**config.mk**
```make
export PLATFORM = sky130hd
export DESIGN_NAME = timer_unit
export DESIGN_NICKNAME = d
export VERILOG_FILES = /design/src/rtl/timer_unit.sv
export SDC_FILE = /design/constraint.sdc
export NUM_CORES = 1
export LEC_CHECK = 0
export ABC_AREA = 1
export ABC_CLOCK_PERIOD_IN_PS = 6500
export BUFFER_PORTS_ARGS = -buffer_cell sky130_fd_sc_hd__buf_2
export CAP_MARGIN = 40
export CORE_UTILIZATION = 55
export CTS_BUF_LIST = sky130_fd_sc_hd__clkbuf_4
export DETAILED_ROUTE_END_ITERATION = 8
export GPL_TIMING_DRIVEN = 0
export PLACE_DENSITY = 0.72
export REMOVE_ABC_BUFFERS = 1
export SETUP_SLACK_MARGIN = 0.02
export SLEW_MARGIN = 20
export SYNTH_ARGS = -nofsm -noshare
export SYNTH_HDL_FRONTEND = slang
export SYNTH_SLANG_ARGS = --single-unit
```
**constraint.sdc**
```tcl
create_clock -name clk -period 6.5 [get_ports clk]
set_input_delay 0.65 -clock clk [delete_from_list [all_inputs] [get_ports clk]]
set_output_delay 0.65 -clock clk [all_outputs]
set_load 0.05 [all_outputs]
```
**src/rtl/timer_unit.sv**
```systemverilog
// -----------------------------------------------------------------------------
// timer_unit
//
// Programmable interval timer that serves the traffic-light FSM. The FSM
// selects an interval code and pulses start_timer. The timer counts that many
// seconds and returns a one-cycle expired pulse. Four user-programmable
// interval lengths (base, ext, yel, walk) are held here and are rewritten
// through the synchronized programming strobe. A free-running 1 Hz enable is
// also provided for other blocks.
//
// Ports:
//   clk            in   system clock
//   Reset          in   asynchronous, active-high reset
//   interval       in   [2:0] interval code: 0 base, 1 ext, 2 yel, 3 walk,
//                       4-7 reserved (count 1 second)
//   start_timer    in   one-cycle pulse: load and start (or restart) countdown
//   Prog_Sync      in   synchronized one-cycle programming strobe
//   Time_Param_Sel in   [1:0] parameter slot to program
//   Time_Value     in   [3:0] new value in seconds (0 restores the default)
//   expired        out  one-cycle pulse: selected interval elapsed
//   busy           out  countdown active
//   seconds_left   out  [3:0] remaining whole seconds, 0 when idle
//   one_hz_enable  out  one-cycle pulse every TICKS_PER_SEC cycles
//
// Handshake: start_timer and Prog_Sync are single-cycle strobes with no
// back-pressure; each is acted on at the rising clock edge where it is high.
// Prog_Sync has priority over start_timer. expired is a single-cycle
// strobe asserted in the cycle after the final countdown wrap.
// -----------------------------------------------------------------------------
module timer_unit #(
    parameter int         TICKS_PER_SEC = 100000000,
    parameter logic [3:0] T_BASE_DEF    = 4'd6,
    parameter logic [3:0] T_EXT_DEF     = 4'd3,
    parameter logic [3:0] T_YEL_DEF     = 4'd2,
    parameter logic [3:0] T_WALK_DEF    = 4'd3
) (
    input  logic       clk,
    input  logic       Reset,
    input  logic [2:0] interval,
    input  logic       start_timer,
    input  logic       Prog_Sync,
    input  logic [1:0] Time_Param_Sel,
    input  logic [3:0] Time_Value,
    output logic       expired,
    output logic       busy,
    output logic [3:0] seconds_left,
    output logic       one_hz_enable
);

    localparam int            CW       = (TICKS_PER_SEC > 1) ? $clog2(TICKS_PER_SEC) : 1;
    localparam logic [CW-1:0] TICK_MAX = CW'(TICKS_PER_SEC - 1);
    localparam logic [CW-1:0] TICK_ONE = CW'(1);

    typedef enum logic {
        IDLE  = 1'b0,
        COUNT = 1'b1
    } state_t;

    state_t        state_q, state_d;
    logic [CW-1:0] div_q, div_d;        // free-running 1 Hz divider
    logic          one_hz_q, one_hz_d;
    logic [CW-1:0] presc_q, presc_d;    // countdown prescaler, phase-aligned to start
    logic [3:0]    sec_q, sec_d;
    logic          expired_q, expired_d;
    logic          busy_q, busy_d;
    logic [3:0]    param_q [4];
    logic [3:0]    param_d [4];
    logic [3:0]    lookup;

    // Default seconds for each programmable slot.
    function automatic logic [3:0] def_of(input logic [1:0] sel);
        logic [3:0] v;
        case (sel)
            2'd0:    v = T_BASE_DEF;
            2'd1:    v = T_EXT_DEF;
            2'd2:    v = T_YEL_DEF;
            default: v = T_WALK_DEF;
        endcase
        return v;
    endfunction

    // Interval length for the code presented on the start cycle.
    always_comb begin
        case (interval)
            3'd0:    lookup = param_q[0];
            3'd1:    lookup = param_q[1];
            3'd2:    lookup = param_q[2];
            3'd3:    lookup = param_q[3];
            default: lookup = 4'd1;
        endcase
    end

    always_comb begin
        state_d   = state_q;
        presc_d   = presc_q;
        sec_d     = sec_q;
        expired_d = 1'b0;
        busy_d    = busy_q;
        param_d   = param_q;

        // Divider runs regardless of the countdown.
        if (div_q == TICK_MAX) begin
            div_d    = '0;
            one_hz_d = 1'b1;
        end else begin
            div_d    = div_q + TICK_ONE;
            one_hz_d = 1'b0;
        end

        if (Prog_Sync) begin
            // A write always aborts any countdown silently.
            param_d[Time_Param_Sel] = (Time_Value == 4'd0) ? def_of(Time_Param_Sel)
                                                           : Time_Value;
            state_d = IDLE;
            presc_d = '0;
            sec_d   = 4'd0;
            busy_d  = 1'b0;
        end else if (start_timer) begin
            // A start landing on the final wrap still reports the finished count.
            expired_d = (state_q == COUNT) && (presc_q == TICK_MAX) && (sec_q == 4'd1);
            state_d   = COUNT;
            presc_d   = '0;
            sec_d     = lookup;
            busy_d    = 1'b1;
        end else if (state_q == COUNT) begin
            if (presc_q == TICK_MAX) begin
                presc_d = '0;
                if (sec_q <= 4'd1) begin
                    // Saturate at zero; only a real 1->0 transition reports expiry.
                    expired_d = (sec_q == 4'd1);
                    sec_d     = 4'd0;
                    busy_d    = 1'b0;
                    state_d   = IDLE;
                end else begin
                    sec_d = sec_q - 4'd1;
                end
            end else begin
                presc_d = presc_q + TICK_ONE;
            end
        end
    end

    always_ff @(posedge clk or posedge Reset) begin
        if (Reset) begin
            state_q    <= IDLE;
            div_q      <= '0;
            one_hz_q   <= 1'b0;
            presc_q    <= '0;
            sec_q      <= 4'd0;
            expired_q  <= 1'b0;
            busy_q     <= 1'b0;
            param_q[0] <= T_BASE_DEF;
            param_q[1] <= T_EXT_DEF;
            param_q[2] <= T_YEL_DEF;
            param_q[3] <= T_WALK_DEF;
        end else begin
            state_q   <= state_d;
            div_q     <= div_d;
            one_hz_q  <= one_hz_d;
            presc_q   <= presc_d;
            sec_q     <= sec_d;
            expired_q <= expired_d;
            busy_q    <= busy_d;
            param_q   <= param_d;
        end
    end

    assign expired       = expired_q;
    assign busy          = busy_q;
    assign seconds_left  = sec_q;
    assign one_hz_enable = one_hz_q;

endmodule

```
* After elaboration in Yosys (flattened, before gate mapping)
Index checks and enable logic that the tools add are counted.
Word-level totals: register bits 78, bits of input ports 13, output and inout bits 7, word-level logic and storage cells 69
Operators by class: add/sub/neg operators 3, order comparisons 3, eq/ne operators 7, multiplexer cells 33, bitwise gates (word level) 1, reduce and logical (&&, ||, !) cells 11
Operators with widths (count):
- $mux W27 | 5
- $add A27 B1 Y27 const B | 2
- $eq A27 B27 Y1 const B | 2
- $mux W4 | 8
- $bwmux W16 | 1
- $mux W1 | 16
- $pmux W4 S4 | 1
- $reduce_bool A3 Y1 | 3
- $demux W4 S2 | 1
- $eq A3 B2 Y1 const B | 2
- $pmux W3 S2 | 1
- $eq A4 B1 Y1 const B | 1
- $le A4 B1 Y1 const B | 1
- $logic_not A4 Y1 | 1
- $sub A4 B1 Y4 const B | 1
- $eq A3 B1 Y1 const B | 1
- $ge A3 B3 Y1 const B | 1
- $logic_and A1 B1 Y1 | 3
- $logic_not A3 Y1 | 1
- $lt A3 B1 Y1 const B | 1
- $not A2 Y3 | 1
- $reduce_and A3 Y1 | 1
- $eq A2 B2 Y1 const B | 1
- $logic_not A2 Y1 | 1
- $reduce_and A2 Y1 | 1

* Longest topological paths before layout
Gate-level depths: netlist of the first run.
depth after elaboration 6, gate-level depth with buffers 11, mapped depth without buffers 10

* Worst setup path after synthesis of the first run
Ideal clock, no wire load.
kind reg2reg, from register sec_q[0], in the netlist seconds_left[0], to register sec_q[1], in the netlist seconds_left[1], setup time 66 ps, data arrival time 1705 ps, data required time 6434 ps, setup slack 4729 ps, stages on the path, launching flop included 9, path buffers 0, clock period less this slack 1771 ps, path through dfrtp_1 > inv_1 > ha_1 > o21ai_0 > nand2_1 > or2_2 > nand2_1 > nand2_1 > nand2_1
On the way: cells in the longest elaborated chain, start to end 6, elaborated cells between the ends (all ways) 7, those cells by class add/sub: 1; order compare: 1; mux: 5
Ends and longest elaborated chain:
- start, declared | line 63 | logic [3:0] sec_q, sec_d;
- start signal, assigned | line 149 | sec_q <= 4'd0;
- start signal, assigned | line 161 | sec_q <= sec_d;
- $sub A4 B1 Y4 or $le A4 B1 Y1 (tied branches) | line 135, 128
- $mux W4 (*) | line 128 | if (sec_q <= 4'd1) begin
- $mux W4 (*) | line 126 | if (presc_q == TICK_MAX) begin
- $mux W4 (*) | line 125 | end else if (state_q == COUNT) begin
- $mux W4 (*) | line 118 | end else if (start_timer) begin
- $mux W4 (*) | line 110 | if (Prog_Sync) begin
Every way passes the cells marked *; elsewhere a longest branch is shown, timed or not. The select of a mux whose other input is x is not followed. A chain may end at the register's enable or synchronous reset.

* Final worst setup path of the first run
from register div_q[0], to register div_q[26]
On the way: cells in the longest elaborated chain, start to end 2, elaborated cells between the ends (all ways) 3, those cells by class add/sub: 1; eq/ne: 1; mux: 1
Ends and longest elaborated chain:
- start, declared | line 60 | logic [CW-1:0] div_q, div_d;
- start signal, assigned | line 158 | div_q <= div_d;
- $add A27 B1 Y27 or $eq A27 B27 Y1 (tied branches) | line 106, 102
- $mux W27 (*) | line 102 | if (div_q == TICK_MAX) begin
- named net div_d[26] | line 60
The timed path passes the listed nets; every way through them passes the cells marked *.

==> metrics.md, run 1 <==
| Metric | Value |
|---|---|
| Peak VDD IR | `between 0.1 and 0.15 mV` |
| Vias per inst | `approximately 5.2` |
| CP max FO | `11` |
| Final core utilization | `62.4%` |
| Top FF cell, synth | `dfrtp_1` |
| Worst-path clk slew | `~0.14 ns` |
| Post-synth EDFFs | `0` |
| Die height | `between 90 and 100 µm` |
| Critical path launch point type | `flip-flop` |
| Synth-to-Final Area Change | `8.51%` |
| Starting Density | `between 50% and 60%` |
| Die ar. | `about 8600 µm²` |
| H-tree depth | `3` |
| Io pins | `20` |
| Rows | `32` |
| Synth cell types | `30` |
| CTS tree | `yes` |
| Register Area | `1960 µm²` |
| Multi-input logic area | `2240 µm²` |
| Die Width | `slightly above 90 µm` |
| Power Total | `998 µW` |
| Reg-to-reg slack, setup | `roughly 4.5 ns` |
| Port Buf Inserts | `19` |
| Worst-Margin Slew | `approximately 0.5 ns` |
| WP buf/inv | `0` |
| DRC Markers | `0` |
| Post-route ant nets | `0` |
| Inserted Clock Buffers | `9` |
| Pin count of the biggest net entering global routing | `54` |
| Period utilisation layout | `~31%` |
| Cell Area, Synth | `about 4500 µm²` |
| WP data arrival | `about 2.3 ns` |
| Setup CP Type | `reg -> reg` |
| Ys Warns | `0` |
| Static leakage | `between 2 and 2.5 nW` |
| R2R cell count | `8` |
| Post-synth ARST share | `100%` |
| Placer Congestion | `0.955` |
| Cell breakdown of the critical path | `ha_1, nand2_2, nor2_4, nand2_4, nor2_4, nand4_2, nor2_2, nor2_1` |
| Post-cts hold buffer count | `0` |
| Number of DRC markers in iteration 0 | `204` |
| Yosys reg bits | `78` |
| Pwr dens | `a little over 200 nW/µm²` |
| Max_slew headroom | `between 60% and 70%` |
| Post-Synthesis Cells | `633` |
| Area share of the largest cell type after synthesis | `a little under 40%` |
| Setup TNS | `0 ns` |
| DRT Pass-1 Iters | `4` |
| CP peak stage delay | `between 0.4 and 0.5 ns` |
| Vias in the first global route | `3860` |
| Avg Cell Area, Syn | `roughly 7.1 µm²` |
| GRT Total Usage | `25.8%` |
| Post-DP HPWL | `between 7000 and 8000 µm` |
| Worst Setup End Kind | `flip-flop` |
| Total wire length | `10100 µm` |
| DR WL/cell | `~13 µm` |
| Core ar. | `around 7800 µm²` |
| Worst Hold Class | `in -> async` |
| Fin. max-slew vios | `0` |
| FF-to-FF Start | `div_q[0]$_DFF_PP0_` |
| Clock Tree Buf Depth | `2` |
| Max cap viols | `0` |
| Total number of vias | `3992` |
| CTS root buf | `clkbuf_4` |
| Post-cts repair resize count | `0` |
| CP top delay family | `simple AND/OR/NAND/NOR gates` |
| Clock latency on the worst-skew pair | `around 0.43 ns` |
| Nets@finish | `just under 700` |
| Layout cells sized above 1 | `approximately 9%` |
| Fin crit period | `roughly 2 ns` |
| Seq/Total Area, Yosys | `between 40% and 50%` |
| Clock sink count | `slightly below 80` |
| Setup Viol. Count Final | `0` |
| Worst Path Required | `approximately 7 ns` |
| FILL cells | `approximately 750` |
| Synth top area cells | `dfrtp_1 39%, nand2_1 17%, nor2_1 9.2%, inv_1 6.0%, nand3_1 4.1%` |
| Worst reg2reg endpoint | `div_q[26]$_DFF_PP0_` |
| Final-report hold violation count | `0` |
| RSZ-0062 raised after global routing | `no` |
| Post-synth top area cell | `dfrtp_1` |
| Post-CTS Repair Setup Buffers | `0` |
| Global route total overflow | `0` |
| Commonest cells in the netlist | `200 x nand2_1, 111 x nor2_1, 72 x inv_1, 71 x dfrtp_1, 37 x nand3_1` |
| Critical-path top delay cell | `nor2_2` |
| Layout Skew | `0.0182 ns` |
| N_diodes | `0` |
| Max Fclk | `about 0.5 GHz` |
| First-pass GRT wire length | `17500 µm` |
| Cell with the most instances after synthesis | `nand2_1` |
| Status | `finished, final reports clean` |
| Initial antenna violation count | `0` |
| CP dominant cell by count | `nor2_4` |
## area by class of cell
type / count / area share (%)
clock buffer: 9 / 1.38
clock inverter: 7 / 2.09
inverter: 72 / 5.57
multi-input combinational: 478 / 45.8
sequential: 78 / 40.0
tap: 102 / 2.61
timing repair buffer: 20 / 2.50
## sequential cells by signal, indices dropped and copies added (netlist names)
name,flops
presc_q,27
param_q,16
div_q,27
seconds_left,4
busy,1
expired,1
state_q,1
one_hz_enable,1
## through the flow
stage | instance area, µm² | instances | hold slack, ns | worst slack (ns)
detailed placement | 4730 | 750 | 0.471 | 4.26
global placement | 4700 | 749 | 0.467 | 2.99
global route | 4900 | 766 | 0.174 | 4.32
CTS | 4900 | 766 | 0.160 | 4.47
finish | 4900 | 766 | 0.173 | 4.51
floorplan | 4480 | 628 | 0.453 | 3.87
## layout by cell type, fill, tap and decap left out, drive strengths merged
cell type  instances
nand2            204
nor2             117
inv               76
dfrtp             71
nand3             37
o21ai             31
nand4             24
buf               20
xor2              19
nor3              19
xnor2              9
clkbuf             9
dfstp              7
a21oi              5
ha                 4
nand3b             2
nor4               2
or2                2
bufinv             2
and2               1
a31oi              1
o31ai              1
clkinv             1
## where the power goes
group / leakage [nW] / internal, mW / total [mW] / switching (mW)
clock: 0.0932 / 0.162 / 0.354 / 0.192
sequential: 1.03 / 0.514 / 0.532 / 0.0183
combinational: 1.09 / 0.0335 / 0.112 / 0.0786
## worst max path at each step
stage | to | start | slack (ns) | cells after the start
after floorplan | busy$_DFFE_PP0P_ | Reset | 3.87 | 1
after global placement | div_q[16]$_DFF_PP0_ | Reset | 2.99 | 2
after detailed placement | presc_q[18]$_DFFE_PP0P_ | Prog_Sync | 4.26 | 8
after CTS | div_q[20]$_DFF_PP0_ | div_q[0]$_DFF_PP0_ | 4.47 | 8
after global routing | div_q[26]$_DFF_PP0_ | div_q[1]$_DFF_PP0_ | 4.32 | 8
final | div_q[26]$_DFF_PP0_ | div_q[0]$_DFF_PP0_ | 4.51 | 8
## logic make-up after synthesis
kind of cell / Yosys count / synth area share (%)
buffers and inverters: 77 / 6.85
adder cells (fa/ha/maj): 4 / 1.11
AND/OR/NAND/NOR: 408 / 38.6
AO/OA/AOI/OAI: 38 / 4.55
flip-flops: 78 / 43.4
XOR/XNOR: 28 / 5.43
## routing by layer
metal | vias up | part of all wire [%] | routed length [µm] | global-route usage, %
met4 | 0 | 2.7 | 269 | 10.4
met2 | 89 | 45 | 4560 | 42.0
li1 | 2054 | - | - | -
met3 | 26 | 3.3 | 335 | 4.35
met5 | - | 0 | 0 | 0
met1 | 1823 | 49 | 4880 | 34.3
Note: power is estimated with default switching activity, not from simulation.
==> run 2: changes to the inputs <==
- ABC_AREA: 1 -> 0
- ABC_CLOCK_PERIOD_IN_PS: 6500 -> 1900
- PLACE_DENSITY: 0.72 -> 0.73
- clock period: 6.5 -> 1.9 ns (I/O delays scaled with it)
==> run 2 against run 1 <==
The run now ends with setup timing left. Worst hold slack worse by 0.14 ns. Worst setup slack worse by 4.6 ns. Wire length is 15% lower. Area after synthesis is 11% lower. Critical endpoint is now seconds_left[0]$_DFFE_PP0P_. Largest power group unchanged. Highest routed layer unchanged.
==> metrics.md, run 2 <==
| Metric | Value |
|---|---|
| Post-synth top area cell | `dfrtp_1` |
| Period utilisation layout | `102%` |
| Seq/Total Area, Yosys | `approximately half` |
| GRT Total Usage | `24.1%` |
| WL met3 | `~320 µm` |
| Max cap viols | `0` |
| DR WL/cell | `roughly 16 µm` |
| Area share of the largest cell type after synthesis | `approximately 44%` |
| Setup CP Type | `reg -> reg` |
| Design area | `4760 µm²` |
| Worst Setup End Kind | `flip-flop` |
| Post-synth ARST share | `100%` |
| Commonest cells in the netlist | `71 x dfrtp_1, 61 x nor2_1, 32 x nand2_1, 25 x xnor2_1, 21 x nand4_1` |
| Pint | `around 2.3 mW` |
| Layout Skew | `roughly 0.016 ns` |
| Finished Layout Cells | `roughly 540` |
| DRT met1 WL | `between 3000 and 4000 µm` |
| Vias per inst | `5.81` |
| WP buf/inv | `1` |
| Commonest non-fill, non-tap cell in the layout | `dfrtp_1` |
| Worst-Margin Slew | `between 0.8 and 0.9 ns` |
| Pin count of the biggest net entering global routing | `52` |
| Max Fclk | `0.514 GHz` |
| Die height | `slightly below 90 µm` |
| Placer Congestion | `0.760` |
| Final worst slack | `-0.0447 ns` |
| Clock share of power | `about a third` |
| Critical path launch point type | `flip-flop` |
| Pwr dens | `663 nW/µm²` |
| Logic gate share of total power | `between 10% and 20%` |
| N_diodes | `0` |
| WL met2 | `4370 µm` |
| DRT Pass-1 Iters | `4` |
| Fin crit period | `1.94 ns` |
| Global route total overflow | `0` |
| Io pins | `20` |
| Worst Hold Class | `in -> reg` |
| First-pass GRT wire length | `around 14000 µm` |
| Post-synth EDFFs | `0` |
| Fin. max-slew vios | `0` |
| R2R cell count | `6` |
| Max_slew headroom | `approximately 43%` |
| WP data arrival | `roughly 2.3 ns` |
| Post-route ant nets | `0` |
| Power Total | `approximately 3.2 mW` |
| Sequential power share | `a little under three fifths` |
| Switching part of the total | `between 20% and 30%` |
| Peak VDD IR | `between 0.7 and 0.8 mV` |
| Post-DP HPWL | `about 5300 µm` |
| Rows | `30` |
| Layout cells sized above 1 | `around 29%` |
| Post-Synthesis Cells | `393` |
| Critical-path top delay cell | `dfrtp_1` |
| Vias in the first global route | `about 3000` |
| WHS Path Cells | `4` |
| CTS root buf | `clkbuf_4` |
| CTS tree | `yes` |
| Synth top area cells | `dfrtp_1 44%, nor2_1 5.7%, xnor2_1 5.5%, dfstp_2 4.6%, xor2_1 4.2%` |
| Number of DRC markers in iteration 0 | `around 150` |
| Final-report hold violation count | `0` |
| Core ar. | `roughly 6900 µm²` |
| Nets@finish | `about 460` |
| Placed inst area | `around 4200 µm²` |
| Cell breakdown of the critical path | `nor4b_2, nand4_1, nor4_4, buf_4, mux2i_1, a21oi_1` |
| Top FF cell, synth | `dfrtp_1` |
| Static leakage | `~2.0 nW` |
| Port Buf Inserts | `19` |
| Cell Area, Synth | `~4000 µm²` |
| H-tree depth | `3` |
| Inserted Clock Buffers | `9` |
| FF-to-FF Start | `presc_q[19]$_DFFE_PP0P_` |
| Initial antenna violation count | `0` |
| Status | `complete, but fails checks` |
| Total number of vias | `approximately 3100` |
| Worst-path clk slew | `between 0.1 and 0.15 ns` |
| CP endpoint | `seconds_left[0]$_DFFE_PP0P_` |
| Setup TNS | `-0.113 ns` |
| RSZ-0062 raised after global routing | `yes` |
| Placed Cells | `between 400 and 500` |
| Synth cell types | `between 50 and 60` |
| Clock latency on the worst-skew pair | `~0.44 ns` |
| Clock sink count | `roughly 80` |
| Total wire length | `8560 µm` |
| Cell with the most instances after synthesis | `dfrtp_1` |
| Largest regs | `div_q (27), presc_q (27), param_q (16)` |
| Yosys reg bits | `78` |
| CP top delay family | `simple AND/OR/NAND/NOR gates` |
| Worst reg2reg endpoint | `seconds_left[0]$_DFFE_PP0P_` |
| Avg Cell Area, Syn | `slightly above 10 µm²` |
| Die ar. | `between 7000 and 8000 µm²` |
| Worst path depth | `6` |
| Failing checks | `setup timing` |
| Clock Tree Buf Depth | `2` |
| CP peak stage delay | `around 0.44 ns` |
| Die Width | `approximately 87 µm` |
| Starting Density | `58.0%` |
| CP max FO | `3` |
| Synth-to-Final Area Change | `18.6%` |
| Ys Warns | `0` |
| Reg-to-reg slack, setup | `-0.04 ns` |
| Worst Setup SP | `presc_q[19]$_DFFE_PP0P_` |
| Worst Path Required | `2.22 ns` |
| Top routing layer in use | `met4` |
| Psw | `between 800 and 900 µW` |
| Commonest non-fill, non-tap cells in the layout | `66 x dfrtp_1, 50 x nor2_1, 32 x nand2_1` |
| DRC Markers | `0` |
| Setup Viol. Count Final | `9` |
run 2: cell count changes in the layout (fill, tap and decap cells not counted), sizes merged, moves of 9 or more:
cell | previous run | this run
nand2 | 204 | 32
o21ai | 31 | 10
nor4 | 2 | 14
nor2 | 117 | 62
inv | 76 | 10
buf | 20 | 43
mux2 | 0 | 9
nand3 | 37 | 18
xnor2 | 9 | 25
run 2: logic make-up (layout without fill, tap and decap cells):
family          count (synthesis)  count (layout)  share of synthesized area [%]
mux                            17              17                           5.77
simple gates                  204             206                           28.1
flops                          78              78                           48.9
fa+ha+maj                       4               4                           1.25
xor+xnor                       44              44                           9.61
buf+inv                        20              68                           2.59
compound gates                 26              26                           3.81
run 2: metal layers:
metal	global-route usage, %	vias up
met3	6.92	12
met2	38.8	65
met4	8.05	0
met1	31.3	1554
li1	-	1499
met5	0	-
run 2: cell type report:
class | count | area [µm²]
Clock buffer | 9 | 67.6
Clock inverter | 7 | 72.6
Fill cell | 519 | 2150
Inverter | 8 | 32.5
Multi-Input combinational cell | 297 | 2170
Sequential cell | 78 | 1970
Tap cell | 96 | 120
Timing Repair Buffer | 44 | 329
run 2: tightest hold or removal path, stage by stage:
cell,delay [ns]
buf_2,0.10
nor3_1,0.05
nor2_1,0.07
a21oi_1,0.07
run 2: how the worst min path moves through the flow:
| stage | start | endpoint | slack, ns |
|---|---|---|---|
| after floorplan | Prog_Sync | seconds_left[0]$_DFFE_PP0P_ | 0.25 |
| after global placement | div_q[0]$_DFF_PP0_ | div_q[0]$_DFF_PP0_ | 0.45 |
| after detailed placement | Reset | div_q[12]$_DFF_PP0_ | 0.20 |
| after CTS | Time_Value[1] | param_q[14]$_DFFE_PP1P_ | 0.01 |
| after global routing | Time_Value[1] | param_q[14]$_DFFE_PP1P_ | 0.01 |
| final | Time_Value[1] | param_q[14]$_DFFE_PP1P_ | 0.04 |
run 2: power groups by stage:
stage	sequential [mW]	combinational, mW	clock [mW]
6_report	1.79	0.327	1.03
4_1_cts	1.79	0.311	1.06
3_3_place_gp	1.82	0.283	0
2_1_floorplan	1.84	0.180	0
3_5_place_dp	1.83	0.296	0
5_1_grt	1.80	0.362	1.12
run 2: timing repair:
| item | 4_1_cts | 5_1_grt |
|---|---|---|
| hold buffers | 1 | 0 |
| gates cloned | 1 | 1 |
| buffers inserted | 11 | 11 |
| hold endpoints to repair | 27 | 0 |
| gates resized for setup | 17 | 33 |
| endpoints found under the setup margin | 38 | 43 |
| pin swaps | 5 | 18 |
run 2: through the flow:
stage	util, %	setup WS [ns]	hold slack, ns
2_1_floorplan	-	-0.273	0.253
3_3_place_gp	60.1	-1.18	0.445
3_5_place_dp	60.7	-0.371	0.196
4_1_cts	65.5	-0.0211	0.0120
5_1_grt	68.9	-0.118	0.0115
6_report	68.9	-0.0447	0.0365
